`src/rtl/mul_pkg.sv`:
```
// Shared constants and state encoding for the sequential 32x32 multiplier.
package mul_pkg;

    localparam int WIDTH = 32;
    localparam int CNT_W = 6;

    localparam logic [CNT_W-1:0] LAST_STEP = CNT_W'(WIDTH - 1);

    typedef enum logic [1:0] {
        IDLE = 2'd0,
        RUN  = 2'd1,
        DONE = 2'd2
    } state_t;

endpackage

```
`src/rtl/Add32.sv`:
```
// 32-bit carry-lookahead adder: 4-bit lookahead groups chained by group
// generate/propagate, exporting the overall generate and propagate so the
// caller forms its own carry-out.
module Add32
    import mul_pkg::*;
(
    input  logic [WIDTH-1:0] a_i,
    input  logic [WIDTH-1:0] b_i,
    input  logic             carry_in_i,
    output logic [WIDTH-1:0] sum_o,
    output logic             g_out_o,
    output logic             p_out_o
);

    // Returns {group generate, group propagate, sum} for x + y + cin.
    function automatic logic [WIDTH+1:0] claAdd(
        input logic [WIDTH-1:0] x,
        input logic [WIDTH-1:0] y,
        input logic             cin
    );
        logic [WIDTH-1:0] g;
        logic [WIDTH-1:0] p;
        logic [WIDTH-1:0] s;
        logic [3:0]       gk;
        logic [3:0]       pk;
        logic [3:0]       ck;
        logic             c;
        logic             gg;
        logic             pg;
        logic             gAll;
        logic             pAll;
        g    = x & y;
        p    = x ^ y;
        s    = '0;
        c    = cin;
        gAll = 1'b0;
        pAll = 1'b1;
        for (int k = 0; k < WIDTH / 4; k++) begin
            gk    = g[4*k +: 4];
            pk    = p[4*k +: 4];
            ck[0] = c;
            ck[1] = gk[0] | (pk[0] & c);
            ck[2] = gk[1] | (pk[1] & gk[0]) | (pk[1] & pk[0] & c);
            ck[3] = gk[2] | (pk[2] & gk[1]) | (pk[2] & pk[1] & gk[0])
                  | (pk[2] & pk[1] & pk[0] & c);
            gg    = gk[3] | (pk[3] & gk[2]) | (pk[3] & pk[2] & gk[1])
                  | (pk[3] & pk[2] & pk[1] & gk[0]);
            pg    = &pk;
            s[4*k +: 4] = pk ^ ck;
            c    = gg | (pg & c);
            gAll = gg | (pg & gAll);
            pAll = pAll & pg;
        end
        return {gAll, pAll, s};
    endfunction

    // Purely combinational sum plus whole-word generate/propagate.
    always_comb begin
        {g_out_o, p_out_o, sum_o} = claAdd(a_i, b_i, carry_in_i);
    end

endmodule

```
`src/rtl/mul32_seq.sv`:
```
// Unsigned 32x32->64 shift-and-add multiplier. One partial product per clock
// goes through the shared Add32; the carry-out lands in the top bit of hi so
// the full 64-bit result is exact.
module mul32_seq
    import mul_pkg::*;
(
    input  logic               clk,
    input  logic               rst,
    input  logic               in_valid,
    output logic               in_ready,
    input  logic [WIDTH-1:0]   a,
    input  logic [WIDTH-1:0]   b,
    output logic               out_valid,
    input  logic               out_ready,
    output logic [2*WIDTH-1:0] product,
    output logic               busy
);

    localparam logic ADD_CIN = 1'b0;

    state_t             state_q, state_d;
    logic [CNT_W-1:0]   cnt_q, cnt_d;
    logic [WIDTH-1:0]   mcand_q, mcand_d;
    logic [WIDTH-1:0]   hi_q, hi_d;
    logic [WIDTH-1:0]   lo_q, lo_d;

    logic [WIDTH-1:0]   addend;
    logic [WIDTH-1:0]   sum;
    logic               gOut;
    logic               pOut;
    logic               stepCarry;

    // The multiplicand is added only when the multiplier bit now in lo[0] is set.
    always_comb begin
        addend    = lo_q[0] ? mcand_q : '0;
        stepCarry = gOut | (pOut & ADD_CIN);
    end

    Add32 u_add (
        .a_i        (hi_q),
        .b_i        (addend),
        .carry_in_i (ADD_CIN),
        .sum_o      (sum),
        .g_out_o    (gOut),
        .p_out_o    (pOut)
    );

    // Next-state logic: load on accept, shift {carry, sum, lo} right each RUN step.
    always_comb begin
        state_d = state_q;
        cnt_d   = cnt_q;
        mcand_d = mcand_q;
        hi_d    = hi_q;
        lo_d    = lo_q;
        case (state_q)
            IDLE: begin
                if (in_valid) begin
                    mcand_d = a;
                    hi_d    = '0;
                    lo_d    = b;
                    cnt_d   = '0;
                    state_d = RUN;
                end
            end
            RUN: begin
                hi_d  = {stepCarry, sum[WIDTH-1:1]};
                lo_d  = {sum[0], lo_q[WIDTH-1:1]};
                cnt_d = cnt_q + 1'b1;
                if (cnt_q == LAST_STEP) begin
                    state_d = DONE;
                end
            end
            DONE: begin
                if (out_ready) begin
                    state_d = IDLE;
                end
            end
            default: begin
                state_d = IDLE;
            end
        endcase
    end

    // State and datapath registers; reset abandons any operation in progress.
    always_ff @(posedge clk) begin
        if (rst) begin
            state_q <= IDLE;
            cnt_q   <= '0;
            mcand_q <= '0;
            hi_q    <= '0;
            lo_q    <= '0;
        end else begin
            state_q <= state_d;
            cnt_q   <= cnt_d;
            mcand_q <= mcand_d;
            hi_q    <= hi_d;
            lo_q    <= lo_d;
        end
    end

    assign in_ready  = (state_q == IDLE);
    assign out_valid = (state_q == DONE);
    assign busy      = (state_q == RUN) || (state_q == DONE);
    assign product   = {hi_q, lo_q};

endmodule
```
`config.mk`:
```
export PLATFORM = sky130hd
export DESIGN_NAME = mul32_seq
export DESIGN_NICKNAME = d
export VERILOG_FILES = /design/src/rtl/mul_pkg.sv /design/src/rtl/Add32.sv /design/src/rtl/mul32_seq.sv
export SDC_FILE = /design/constraint.sdc
export NUM_CORES = 1
export LEC_CHECK = 0
export ABC_AREA = 1
export CORE_ASPECT_RATIO = 1.4
export CORE_MARGIN = 3
export CORE_UTILIZATION = 32
export DETAILED_ROUTE_END_ITERATION = 10
export PLACE_DENSITY = 0.61
export SLEW_MARGIN = 20
export SYNTH_ARGS = -nofsm -noshare
export SYNTH_HDL_FRONTEND = slang
export SYNTH_SLANG_ARGS = --single-unit
```
`constraint.sdc`:
```
create_clock -name clk -period 3.54 [get_ports clk]
set_input_delay 0.531 -clock clk [delete_from_list [all_inputs] [get_ports clk]]
set_output_delay 0.531 -clock clk [all_outputs]
set_load 0.01 [all_outputs]
```
### Word level (Yosys, flattened, before mapping)

Cells that the tools add are included.

* eq/ne operators: 6
* bitwise gates (word level): 200
* muxes and demuxes: 11
* $add $sub $neg: 1
* reductions and logical operators: 13

Operators by type and width (count)
* case mux 32 bit (2 select lines): 2
* AND 1 bit: 114
* two-way mux 32 bit: 3
* OR 1 bit: 76
* AND 32 bit: 1
* XOR 32 bit: 1
* XOR 4 bit: 8
* AND reduction 4 bit: 7
* case mux 6 bit (2 select lines): 1
* adder 6 x 1 -> 6 bit, second input constant: 1
* == test 6 x 5 -> 1 bit, second input constant: 1
* two-way mux 2 bit: 3
* two-way mux 6 bit: 1
* case mux 2 bit (3 select lines): 1
* inequality test 2 bit, second input constant: 2
* AND reduction 2 bit: 2
* AND reduction 3 bit: 1
* == test 2 x 1 -> 1 bit, second input constant: 1
* == test 2 bit, second input constant: 1
* zero test 2 bit: 1
* inequality test 2 x 1 -> 1 bit, second input constant: 1
* nonzero test 2 bit: 1
* logical OR 1 bit: 1

* input port bits: 68
* output and inout port bits: 67
* logic and storage cells: 236
* flip-flop bits (word level): 104

### Logic depth before layout (Yosys ltp)

Gate-level depths: netlist of run 1.

* depth in word-level cells: 22
* depth in mapped cells: 26
* depth with buffers taken out: 24

### Cells and area by module

Synthesis of run 1 repeated with hierarchy kept, for this count alone.

* cells, all modules: 795
* area total of the unflattened synthesis: 5734.2 um2

By module, submodules not included
* mul32_seq: instances 1, cells each 597, area an instance 4301.6 um2
* Add32: instances 1, cells each 198, area an instance 1432.6 um2

### Worst setup path before layout of run 1

No wires, ideal clock.

* path type: register -> register
* from: register lo_q[0]
* to: register hi_q[28]
* path buffers: 2
* required time: 3.406 ns
* library setup time: 0.134 ns
* data arrival time: 2.891 ns
* setup slack: 0.515 ns
* cell stages (with the launch flop): 25
* clock period less this slack: 3.025 ns
* cell sequence: dfxtp_1 -> clkbuf_1 -> clkbuf_1 -> nand2_1 -> inv_1 -> ha_1 -> or2_0 -> nand2_1 -> nand2_1 -> nand2_1 -> nand2_2 -> nand2_2 -> nand2_4 -> nand2_4 -> nand2_4 -> nand2_4 -> nand2_4 -> nand2_4 -> nand2_4 -> nand2_4 -> nand2_4 -> fa_1 -> xor2_1 -> nand2_1 -> a21oi_1

* cells in the longest elaborated chain, start to end: 22
* elaborated cells on any way between the ends: 81
* those cells by class: mux (2); bitwise (73); reduce/logical (6)

Ends and longest elaborated chain
* start: declaration: line mul32_seq.sv:25 `logic [WIDTH-1:0] lo_q, lo_d;`
* start signal: assignment: line mul32_seq.sv:97 `lo_q <= lo_d;`
* two-way mux 32 bit (*): line mul32_seq.sv:35 `addend = lo_q[0] ? mcand_q : '0;`
* XOR 32 bit / AND 32 bit (equally long branches): line Add32.sv:33, Add32.sv:32
* AND 1 bit (on tied branches): line Add32.sv:46, Add32.sv:47
* OR 1 bit, or another cell as far along: line Add32.sv:46 `gg = gk[3] | (pk[3] & gk[2]) | (pk[3] & pk[2] & gk[1])`
* OR 1 bit / AND 1 bit (equally long branches): line Add32.sv:46, Add32.sv:47
* OR 1 bit: line Add32.sv:47 `| (pk[3] & pk[2] & pk[1] & gk[0]);`
* AND 1 bit: line Add32.sv:50 `c = gg | (pg & c);`
* OR 1 bit: line Add32.sv:50
* (+6 left out)
* AND 1 bit: line Add32.sv:50
* OR 1 bit: line Add32.sv:50
* AND 1 bit: line Add32.sv:50
* OR 1 bit: line Add32.sv:50
* AND 1 bit: line Add32.sv:42 `ck[1] = gk[0] | (pk[0] & c);`
* OR 1 bit: line Add32.sv:42
* XOR 4 bit (*): line Add32.sv:49 `s[4*k +: 4] = pk ^ ck;`
* case mux 32 bit (2 select lines) (*): line mul32_seq.sv:55 `case (state_q)`
* end signal: assignment: line mul32_seq.sv:96 `hi_q <= hi_d;`
* end: declaration: line mul32_seq.sv:24 `logic [WIDTH-1:0] hi_q, hi_d;`

Every way passes the cells marked *; elsewhere a longest branch is shown, timed or not.
A chain may end at the register's enable or synchronous reset.

### Worst setup path after layout of run 1

Same ends and word-level chain as after synthesis.

==> flow_metrics.env, run 1 <==
export IMPL_finalCriticalPeriod_ns=3.12
export IMPL_grt_overflow=0
export IMPL_finClkSkew_ns=0.0116
export IMPL_ctsHoldBuffers=0
export IMPL_ys_warn_count=0
export IMPL_numCtsBuffers=9
export IMPL_antenna_found_initial=0
export IMPL_ctsResizeCount=0
export IMPL_setup_viol=0
export IMPL_hpwl_um=10600
export IMPL_leakage_nw=3.35
export IMPL_gp_congestion=0.820
export IMPL_dieArea_um2=18900
export IMPL_hold_ws_ns=0.484
export IMPL_maxSlewHeadroom_pct=36.6
export IMPL_p_per_area_nw_per_um2=607
export IMPL_yosysMostFrequentCell="nand2_1"
export IMPL_cts_tree="done"
export IMPL_cp_buffers_inverters=2
export IMPL_finalHoldViolations=0
export IMPL_h_tree_depth=3
export IMPL_path_cells="buf_12 > nand2_1 > inv_1 > ha_1 > a21oi_1 > o21bai_1 > a21oi_4 > nand2_4 > nand2_4 > nand2_4 > nand2_4 > nand2_4 > nand2_4 > nand2_4 > nand2_4 > nand2_4 > fa_1 > xor2_1 > nand2_1 > a21oi_1"
export IMPL_worst_pin_slew_ns=0.946
export IMPL_cp_max_fo=25
export IMPL_maxSlewViolCount=0
export IMPL_die_w_um=117
export IMPL_grt_pass1_wl_um=24200
export IMPL_first_pass_iters=4
export IMPL_design_area_um2=7390
export IMPL_layout_drive_gt1_share_pct=6.23
export IMPL_die_h_um=162
export IMPL_yosysTopAreaCellShare_pct=37.6
export IMPL_critPathLaunchType="register"
export IMPL_crit_start="lo_q[0]$_SDFFE_PP0P_"
export IMPL_syn_avg_cell_area_um2=7.25
export IMPL_cp_slowest_cell="dfxtp_1"
export IMPL_drt_drc_violations_left=0
export IMPL_end_kind="register"
export IMPL_post_route_util_pct=43.8
export IMPL_drtIter0Drc=243
export IMPL_ant_nets=0
export IMPL_dpl_cell_area_um2=7100
export IMPL_drt_wl_total_um=14600
export IMPL_rsz0062_at_grt="no"
export IMPL_num_rows=56
export IMPL_clk_pin_slew_ns=0.08
export IMPL_syn_inst=763
export IMPL_critical_path_class="register to register"
export IMPL_grt_use_total_pct=15.8
export IMPL_area_growth_pct=33.5
export IMPL_ys_types=36
export IMPL_fin_crit_sh_pct=88.1
export IMPL_viasPerCell=4.69
export IMPL_path_delay_family="simple AND/OR/NAND/NOR gates"
export IMPL_fmax_mhz=321
export IMPL_grt_max_degree=69
export IMPL_synth_common_cells="189 x nand2_1, 104 x dfxtp_1, 80 x nor2_1, 76 x o21ai_0, 67 x inv_1"
export IMPL_ios=135
export IMPL_cts_setup_buffers=0
export IMPL_seq_area_um2=2080
export IMPL_core_area_um2=16900
export IMPL_root_buffer="clkbuf_16"
export IMPL_clock_sink_count=104
export IMPL_start_util_pct=32.8
export IMPL_status="finished, final reports clean"
export IMPL_r2r_start="lo_q[0]$_SDFFE_PP0P_"
export IMPL_critPathMostFrequentCell="nand2_4"
export IMPL_diodes=0
export IMPL_portBuffers=134
export IMPL_ys_flop_type="dfxtp_1"
export IMPL_crit_path_max_incr_delay_ns=0.57
export IMPL_yosys_area_top_type="dfxtp_1"
export IMPL_async_flop_share_pct=0
export IMPL_clk_latency_ns=0.36
export IMPL_hold_path_startpoint="cnt_q[0]$_SDFFE_PP0P_"
export IMPL_syn_nets=875
export IMPL_fin_setup_tns_ns=0
export IMPL_cp_data_arrival_time_ns=3.40
export IMPL_clockBufferDepth=2
export IMPL_netlist_area_um2=5530
export IMPL_ys_top_cells_by_area="dfxtp_1 38%, nand2_1 13%, ha_1 8.1%"
export IMPL_finalNetCount=990
export IMPL_cap_viol_max_count=0
export IMPL_ys_seq_elements=104
export IMPL_yosysSeqAreaShare_pct=37.6
export IMPL_grt_pass1_vias=5190
export IMPL_required_ns=3.83
export IMPL_hp_class="register to register"
export IMPL_multiInputGateArea_um2=3040
export IMPL_n_fill_cell=1731
export IMPL_wire_per_inst_um=13.1
export IMPL_via_count=5224
export IMPL_ir_drop_v=0.000375
export IMPL_synth_edf_count=0
## routing by layer
metal,up-vias,GRT usage [%],wire (um)
met5,-,0,0
met2,107,28.1,7330
met3,16,5.13,932
met4,0,4.96,238
li1,2728,-,-
met1,2373,17.4,6070
## logic make-up after synthesis
family          count (synthesis)  synth area share (%)
flops                         104                  37.6
fa+ha+maj                      44                  11.0
simple gates                  319                  24.5
compound gates                178                  17.9
buf+inv                       110                  7.62
xor+xnor                        8                  1.27
## worst register-to-register path, stage by stage (launching register included)
cell      delay, ns
dfxtp_1        0.57
buf_12         0.23
nand2_1        0.07
inv_1          0.05
ha_1           0.26
a21oi_1        0.22
o21bai_1       0.13
a21oi_4        0.15
nand2_4        0.08
nand2_4        0.07
nand2_4        0.06
nand2_4        0.07
nand2_4        0.06
nand2_4        0.07
nand2_4        0.06
nand2_4        0.08
nand2_4        0.07
fa_1           0.41
xor2_1         0.14
nand2_1        0.06
a21oi_1        0.15
## placed cells by master (no fill, tap or decap), types with 3 or more instances in the layout
master / instances
nand3_1: 11
nand2_2: 4
clkbuf_16: 9
nor3_1: 9
nand4_1: 5
xor2_1: 7
inv_1: 66
or2_2: 4
nor2_1: 79
clkdlybuf4s50_1: 134
nand2_1: 189
fa_1: 8
nand2_4: 9
buf_4: 9
inv_6: 4
a21o_1: 3
dfxtp_1: 104
o21ai_0: 76
a31oi_1: 35
ha_1: 36
a21oi_1: 56
a21oi_4: 3
## sequential cells by signal (all words and copies together), names as in the netlist
| register | cells |
|---|---|
| hi_q | 32 |
| lo_q | 32 |
| mcand_q | 32 |
| cnt_q | 6 |
| state_q | 2 |
## worst paths after layout
kind | to | slack [ns] | cells past startpoint
max | hi_q[28]$_SDFFE_PP0P_ | 0.42 | 20
min | cnt_q[0]$_SDFFE_PP0P_ | 0.48 | 1
max reg2reg | hi_q[28]$_SDFFE_PP0P_ | 0.42 | 20
min reg2reg | cnt_q[0]$_SDFFE_PP0P_ | 0.48 | 1
## per-stage QoR
step                instances  setup WS, ns  power (mW)
floorplan                 763         0.515        2.75
global placement         1099         0.535        3.54
detailed placement       1099         0.429        3.55
CTS                      1115         0.407        4.56
global route             1115         0.201        4.85
finish                   1115         0.421        4.49
## where the power goes
| part | leakage (nW) | internal [mW] | switching, mW |
|---|---|---|---|
| clock network | 0.143 | 0.493 | 0.494 |
| registers | 0.853 | 1.45 | 0.198 |
| logic | 2.36 | 0.752 | 1.10 |
| total | 3.35 | 2.70 | 1.79 |
## area by class of cell
| cell class | count | share of cell area, % |
|---|---|---|
| Sequential cell | 104 | 28.2 |
| Multi-Input combinational cell | 549 | 41.1 |
| Timing Repair Buffer | 144 | 19.3 |
| Clock buffer | 9 | 3.05 |
| Inverter | 70 | 3.56 |
| Tap cell | 232 | 3.93 |
| Clock inverter | 7 | 0.813 |
Power figures use the tool's default switching activity.
==> run 2: changes to the inputs <==
--- a/config.mk
+++ b/config.mk
@@ -11,6 +11,7 @@
 export CORE_UTILIZATION = 32
 export DETAILED_ROUTE_END_ITERATION = 10
 export PLACE_DENSITY = 0.61
+export SETUP_SLACK_MARGIN = 0.5
 export SLEW_MARGIN = 20
 export SYNTH_ARGS = -nofsm -noshare
 export SYNTH_HDL_FRONTEND = slang
==> run 2 against run 1 <==
  * Via count rose by 0.29%
  * Hold slack hardly changed
  * Utilization is 0.16 points higher
  * Maximum frequency grew 9.9%
  * Clock skew decreased by 0.0011 ns
  * Clock power hardly changed
  * Worst setup slack improved by 0.28 ns
  * Non-clock buffer count grew 1
  * Clock-buffer cell count unchanged
  * Sequential power about the same
  * Flip-flop and latch count unchanged
==> flow_metrics.env, run 2 (synthesis gave the netlist of run 1 again) <==
export IMPL_layout_common_cells="189 x nand2_1, 134 x clkdlybuf4s50_1, 103 x dfxtp_1"
export IMPL_cp_data_arrival_time_ns=3.12
export IMPL_core_area_um2=16900
export IMPL_worst_pin_slew_ns=0.944
export IMPL_top_regs="hi_q (32), lo_q (32), mcand_q (32)"
export IMPL_clk_pin_slew_ns=0.08
export IMPL_gp_congestion=0.820
export IMPL_grt_pass1_vias=5190
export IMPL_fmax_mhz=352
export IMPL_critPathLaunchType="register"
export IMPL_end_kind="register"
export IMPL_ios=135
export IMPL_cp_max_fo=9
export IMPL_grt_use_total_pct=15.8
export IMPL_n_fill_cell=1727
export IMPL_via_count=5239
export IMPL_grt_pass1_wl_um=24200
export IMPL_first_pass_iters=4
export IMPL_cap_viol_max_count=0
export IMPL_ir_drop_v=0.000379
export IMPL_fin_crit_sh_pct=80.2
export IMPL_grt_max_degree=69
export IMPL_dieArea_um2=18900
export IMPL_required_ns=3.83
export IMPL_numCtsBuffers=9
export IMPL_finalNetCount=991
export IMPL_setup_viol=0
export IMPL_critical_path_class="register to register"
export IMPL_critPathMostFrequentCell="nand2_4"
export IMPL_finClkSkew_ns=0.0106
export IMPL_cts_tree="done"
export IMPL_viasPerCell=4.69
export IMPL_place_ws_ns=0.429
export IMPL_path_cells="buf_4 > nand2_1 > inv_1 > ha_1 > a21o_1 > nor2_4 > nand2_2 > nand2_2 > nand2_4 > nand2_4 > nand2_4 > nand2_4 > nand2_4 > nand2_4 > nand2_4 > nand2_4 > nand2_4 > fa_1 > xor2_1 > nand2_1 > a21oi_1"
export IMPL_ant_nets=0
export IMPL_antenna_found_initial=0
export IMPL_diodes=0
export IMPL_hp_class="register to register"
export IMPL_wire_per_inst_um=13.1
export IMPL_drt_drc_violations_left=0
export IMPL_num_rows=56
export IMPL_final_common_cell="nand2_1"
export IMPL_drt_wl_total_um=14600
export IMPL_status="finished, final reports clean"
export IMPL_finalHoldViolations=0
export IMPL_h_tree_depth=3
export IMPL_clk_latency_ns=0.36
export IMPL_area_growth_pct=34.0
export IMPL_layout_drive_gt1_share_pct=6.67
export IMPL_rsz0062_at_grt="no"
export IMPL_finalCriticalPeriod_ns=2.84
export IMPL_hpwl_um=10600
export IMPL_p_per_area_nw_per_um2=607
export IMPL_clock_sink_count=104
export IMPL_drtIter0Drc=267
export IMPL_clockBufferDepth=2
export IMPL_die_h_um=162
export IMPL_die_w_um=117
export IMPL_ctsHoldBuffers=0
export IMPL_leakage_nw=3.36
export IMPL_root_buffer="clkbuf_16"
export IMPL_p_total_mw=4.50
export IMPL_start_util_pct=32.8
export IMPL_maxSlewViolCount=0
export IMPL_maxSlewHeadroom_pct=36.7
export IMPL_cp_slowest_cell="fa_1"
export IMPL_grt_overflow=0
export IMPL_fin_setup_tns_ns=0
export IMPL_crit_path_max_incr_delay_ns=0.41
export IMPL_portBuffers=134
export IMPL_setup_ws_ns=0.702
-- run 2: critical path, delay by kind of cell, from the launching register on --
family,cells,cell delay (ns)
AO/OA/AOI/OAI,2,0.37
XOR/XNOR,1,0.14
adder cells (fa/ha/maj),2,0.72
buffers and inverters,2,0.18
flip-flops,1,0.39
AND/OR/NAND/NOR,14,0.98
-- run 2: stage by stage --
step           instances  utilization [%]  cell area [um2]  hold slack, ns
3_3_place_gp        1099             42.1             7100           0.463
3_5_place_dp        1099             42.1             7100           0.466
5_1_grt             1116             43.9             7420           0.509
4_1_cts             1115             43.8             7390           0.486
6_report            1116             43.9             7420           0.484
2_1_floorplan        763                -             5530           0.443
-- run 2: what timing repair did --
item | in CTS | in global routing
gates cloned | 0 | 0
gates resized for setup | 1 | 3
endpoints found under the setup margin | 2 | 2
setup buffers | 0 | 1
-- run 2: final cells by class --
| class | count | area, um2 | share of cell area [%] |
|---|---|---|---|
| clock buffer | 9 | 225 | 3.04 |
| clock inverter | 7 | 60.1 | 0.810 |
| inverter | 70 | 263 | 3.54 |
| multi-input combinational | 549 | 3060 | 41.2 |
| sequential | 104 | 2090 | 28.1 |
| tap | 232 | 290 | 3.91 |
| timing repair buffer | 145 | 1440 | 19.4 |
-- run 2: layer usage --
layer | vias to the layer above | share of wire [%] | routed length (um) | track usage, %
li1 | 2729 | - | - | -
met2 | 103 | 50 | 7350 | 28.1
met3 | 16 | 6.4 | 926 | 5.13
met1 | 2391 | 42 | 6050 | 17.4
met5 | - | 0 | 0 | 0
met4 | 0 | 1.6 | 238 | 4.96
-- run 2: where the power goes --
part | total, mW | internal, mW | switching (mW)
Clock | 0.990 | 0.494 | 0.496
Sequential | 1.65 | 1.45 | 0.198
Combinational | 1.86 | 0.759 | 1.10
-- run 2: worst paths after layout --
path,from,endpoint,slack [ns],cells past startpoint
worst min-delay path,cnt_q[0]$_SDFFE_PP0P_,cnt_q[0]$_SDFFE_PP0P_,0.48,1
worst max-delay path,lo_q[0]$_SDFFE_PP0P_,hi_q[28]$_SDFFE_PP0P_,0.70,21
worst max register to register,lo_q[0]$_SDFFE_PP0P_,hi_q[28]$_SDFFE_PP0P_,0.70,21
worst min register to register,cnt_q[0]$_SDFFE_PP0P_,cnt_q[0]$_SDFFE_PP0P_,0.48,1
==> run 3: changes to the inputs <==
==> constraint.sdc (replaced) <==
create_clock -name clk -period 2.76 [get_ports clk]
set_input_delay 0.414 -clock clk [delete_from_list [all_inputs] [get_ports clk]]
set_output_delay 0.414 -clock clk [all_outputs]
set_load 0.01 [all_outputs]
==> run 3 against run 2 <==
  * Critical path depth decreased by 2
  * Via count increased by 2.2%
  * Global-route usage increased by 0.53 points
  * Flip-flop and latch count unchanged
  * Hold slack improved by 0.0024 ns
  * Register-to-register slack got worse by 0.57 ns
  * Wire length increased by 5.5%
  * Final cell count increased by 2.6%
==> flow_metrics.env, run 3 (synthesis gave the netlist of run 1 again) <==
export IMPL_fmax_mhz=381
export IMPL_die_w_um=117
export IMPL_drt_drc_violations_left=0
export IMPL_drtIter0Drc=161
export IMPL_num_rows=56
export IMPL_critPathLaunchType="register"
export IMPL_via_count=5355
export IMPL_maxSlewViolCount=0
export IMPL_viasPerCell=4.68
export IMPL_cp_max_fo=9
export IMPL_clock_sink_count=104
export IMPL_status="finished, final reports clean"
export IMPL_start_util_pct=32.8
export IMPL_finalCriticalPeriod_ns=2.62
export IMPL_finalNetCount=1020
export IMPL_core_area_um2=16900
export IMPL_end_kind="register"
export IMPL_post_route_util_pct=46.8
export IMPL_maxUsedRoutingLayer="met4"
export IMPL_critical_path_class="register to register"
export IMPL_setup_viol=0
export IMPL_hpwl_um=10700
export IMPL_final_common_cell="nand2_1"
export IMPL_wl_met1_um=6410
export IMPL_drt_wl_total_um=15400
export IMPL_diodes=0
export IMPL_gp_congestion=0.826
export IMPL_p_per_area_nw_per_um2=763
export IMPL_grt_max_degree=40
export IMPL_dp_cells=1108
export IMPL_dieArea_um2=18900
export IMPL_fin_crit_sh_pct=95.1
export IMPL_cts_tree="done"
export IMPL_finClkSkew_ns=0.0135
export IMPL_clk_latency_ns=0.36
export IMPL_grt_overflow=0
export IMPL_cp_data_arrival_time_ns=2.92
export IMPL_grt_use_total_pct=16.3
export IMPL_ant_nets=0
export IMPL_grt_pass1_vias=5341
export IMPL_area_growth_pct=42.7
export IMPL_die_h_um=162
export IMPL_ios=135
export IMPL_clk_pin_slew_ns=0.08
export IMPL_finalHoldViolations=0
export IMPL_ir_drop_v=0.000629
export IMPL_clockBufferDepth=2
export IMPL_numCtsBuffers=9
export IMPL_root_buffer="clkbuf_16"
export IMPL_leakage_nw=3.52
export IMPL_wl_met2_um=7960
export IMPL_wire_per_inst_um=13.4
export IMPL_first_pass_iters=4
export IMPL_hp_class="register to register"
export IMPL_required_ns=3.05
export IMPL_met3_length_um=701
export IMPL_finalNonFillerCells=1145
export IMPL_top_regs="hi_q (32), lo_q (32), mcand_q (32)"
export IMPL_grt_pass1_wl_um=24900
export IMPL_ctsHoldBuffers=0
export IMPL_cap_viol_max_count=0
export IMPL_hold_ws_ns=0.486
export IMPL_setup_ws_ns=0.136
export IMPL_rsz0062_at_grt="yes"
export IMPL_fin_setup_tns_ns=0
export IMPL_n_fill_cell=1685
export IMPL_h_tree_depth=3
export IMPL_maxSlewHeadroom_pct=65.1
export IMPL_portBuffers=134
export IMPL_layout_common_cells="176 x nand2_1, 134 x clkdlybuf4s50_1, 103 x dfxtp_1"
export IMPL_place_ws_ns=-0.00792
export IMPL_layout_drive_gt1_share_pct=15.0
export IMPL_worst_pin_slew_ns=0.524
export IMPL_antenna_found_initial=0
-- run 3: changes by cell type in the layout (fill, tap and decap cells not counted), moves of 4 or more --
cell / change
a21oi_1: -6
fa_1: -5
buf_4: +26
nand2_2: +10
inv_2: +6
ha_1: -9
inv_1: -6
nand2_1: -13
ha_4: +6
a21oi_2: +4
fa_2: +5
-- run 3: path summary, 6_finish.rpt --
path / from / to / slack [ns] / depth (start not counted)
setup / recovery: lo_q[0]$_SDFFE_PP0P_ / hi_q[27]$_SDFFE_PP0P_ / 0.14 / 19
hold / removal: mcand_q[29]$_SDFFE_PP0P_ / mcand_q[29]$_SDFFE_PP0P_ / 0.49 / 2
setup reg to reg: lo_q[0]$_SDFFE_PP0P_ / hi_q[27]$_SDFFE_PP0P_ / 0.14 / 19
hold reg to reg: mcand_q[29]$_SDFFE_PP0P_ / mcand_q[29]$_SDFFE_PP0P_ / 0.49 / 2
-- run 3: layout make-up --
type                            instances  area (um2)  share of cell area, %
Sequential cell                       104        2090                   26.4
Inverter                               70         263                   3.33
Clock buffer                            9         225                   2.85
Tap cell                              232         290                   3.68
Timing Repair Buffer                  174        1660                   21.0
Multi-Input combinational cell        549        3290                   41.7
Clock inverter                          7        83.8                   1.06
-- run 3: timing repair --
item / 4_1_cts / 5_1_grt
setup endpoints to repair: 18 / 22
setup buffers: 15 / 6
pin swaps: 19 / 19
gates resized for setup: 19 / 36
-- run 3: power by group --
part,internal (mW),leakage (nW),switching [mW]
registers,1.87,0.853,0.268
logic,1.07,2.52,1.47
clock network,0.722,0.149,0.633
-- run 3: worst max-delay path, stage by stage (launching register included) --
cell	delay, ns
dfxtp_4	0.38
buf_4	0.18
nand2_1	0.07
inv_1	0.04
ha_1	0.30
nand2_2	0.10
o21bai_2	0.09
a21oi_4	0.13
nand2_4	0.08
nand2_4	0.07
nand2_4	0.05
nand2_4	0.07
nand2_4	0.06
nand2_4	0.07
nand2_4	0.06
nand2_4	0.07
nand2_4	0.05
fa_2	0.52
nand2_2	0.05
a21oi_2	0.12
-- run 3: layer usage --
metal  vias to the layer above  track usage, %
met3                        21            3.49
met5                         -               0
met4                         0            6.05
li1                       2782               -
met2                       111            29.0
met1                      2441            18.7
-- run 3: stage by stage --
step,area [um2],power (mW)
final,7900,6.03
after global routing,7900,6.48
after CTS,7730,6.07
after detailed placement,7250,4.62
after global placement,7250,4.63
after floorplan,5650,3.57
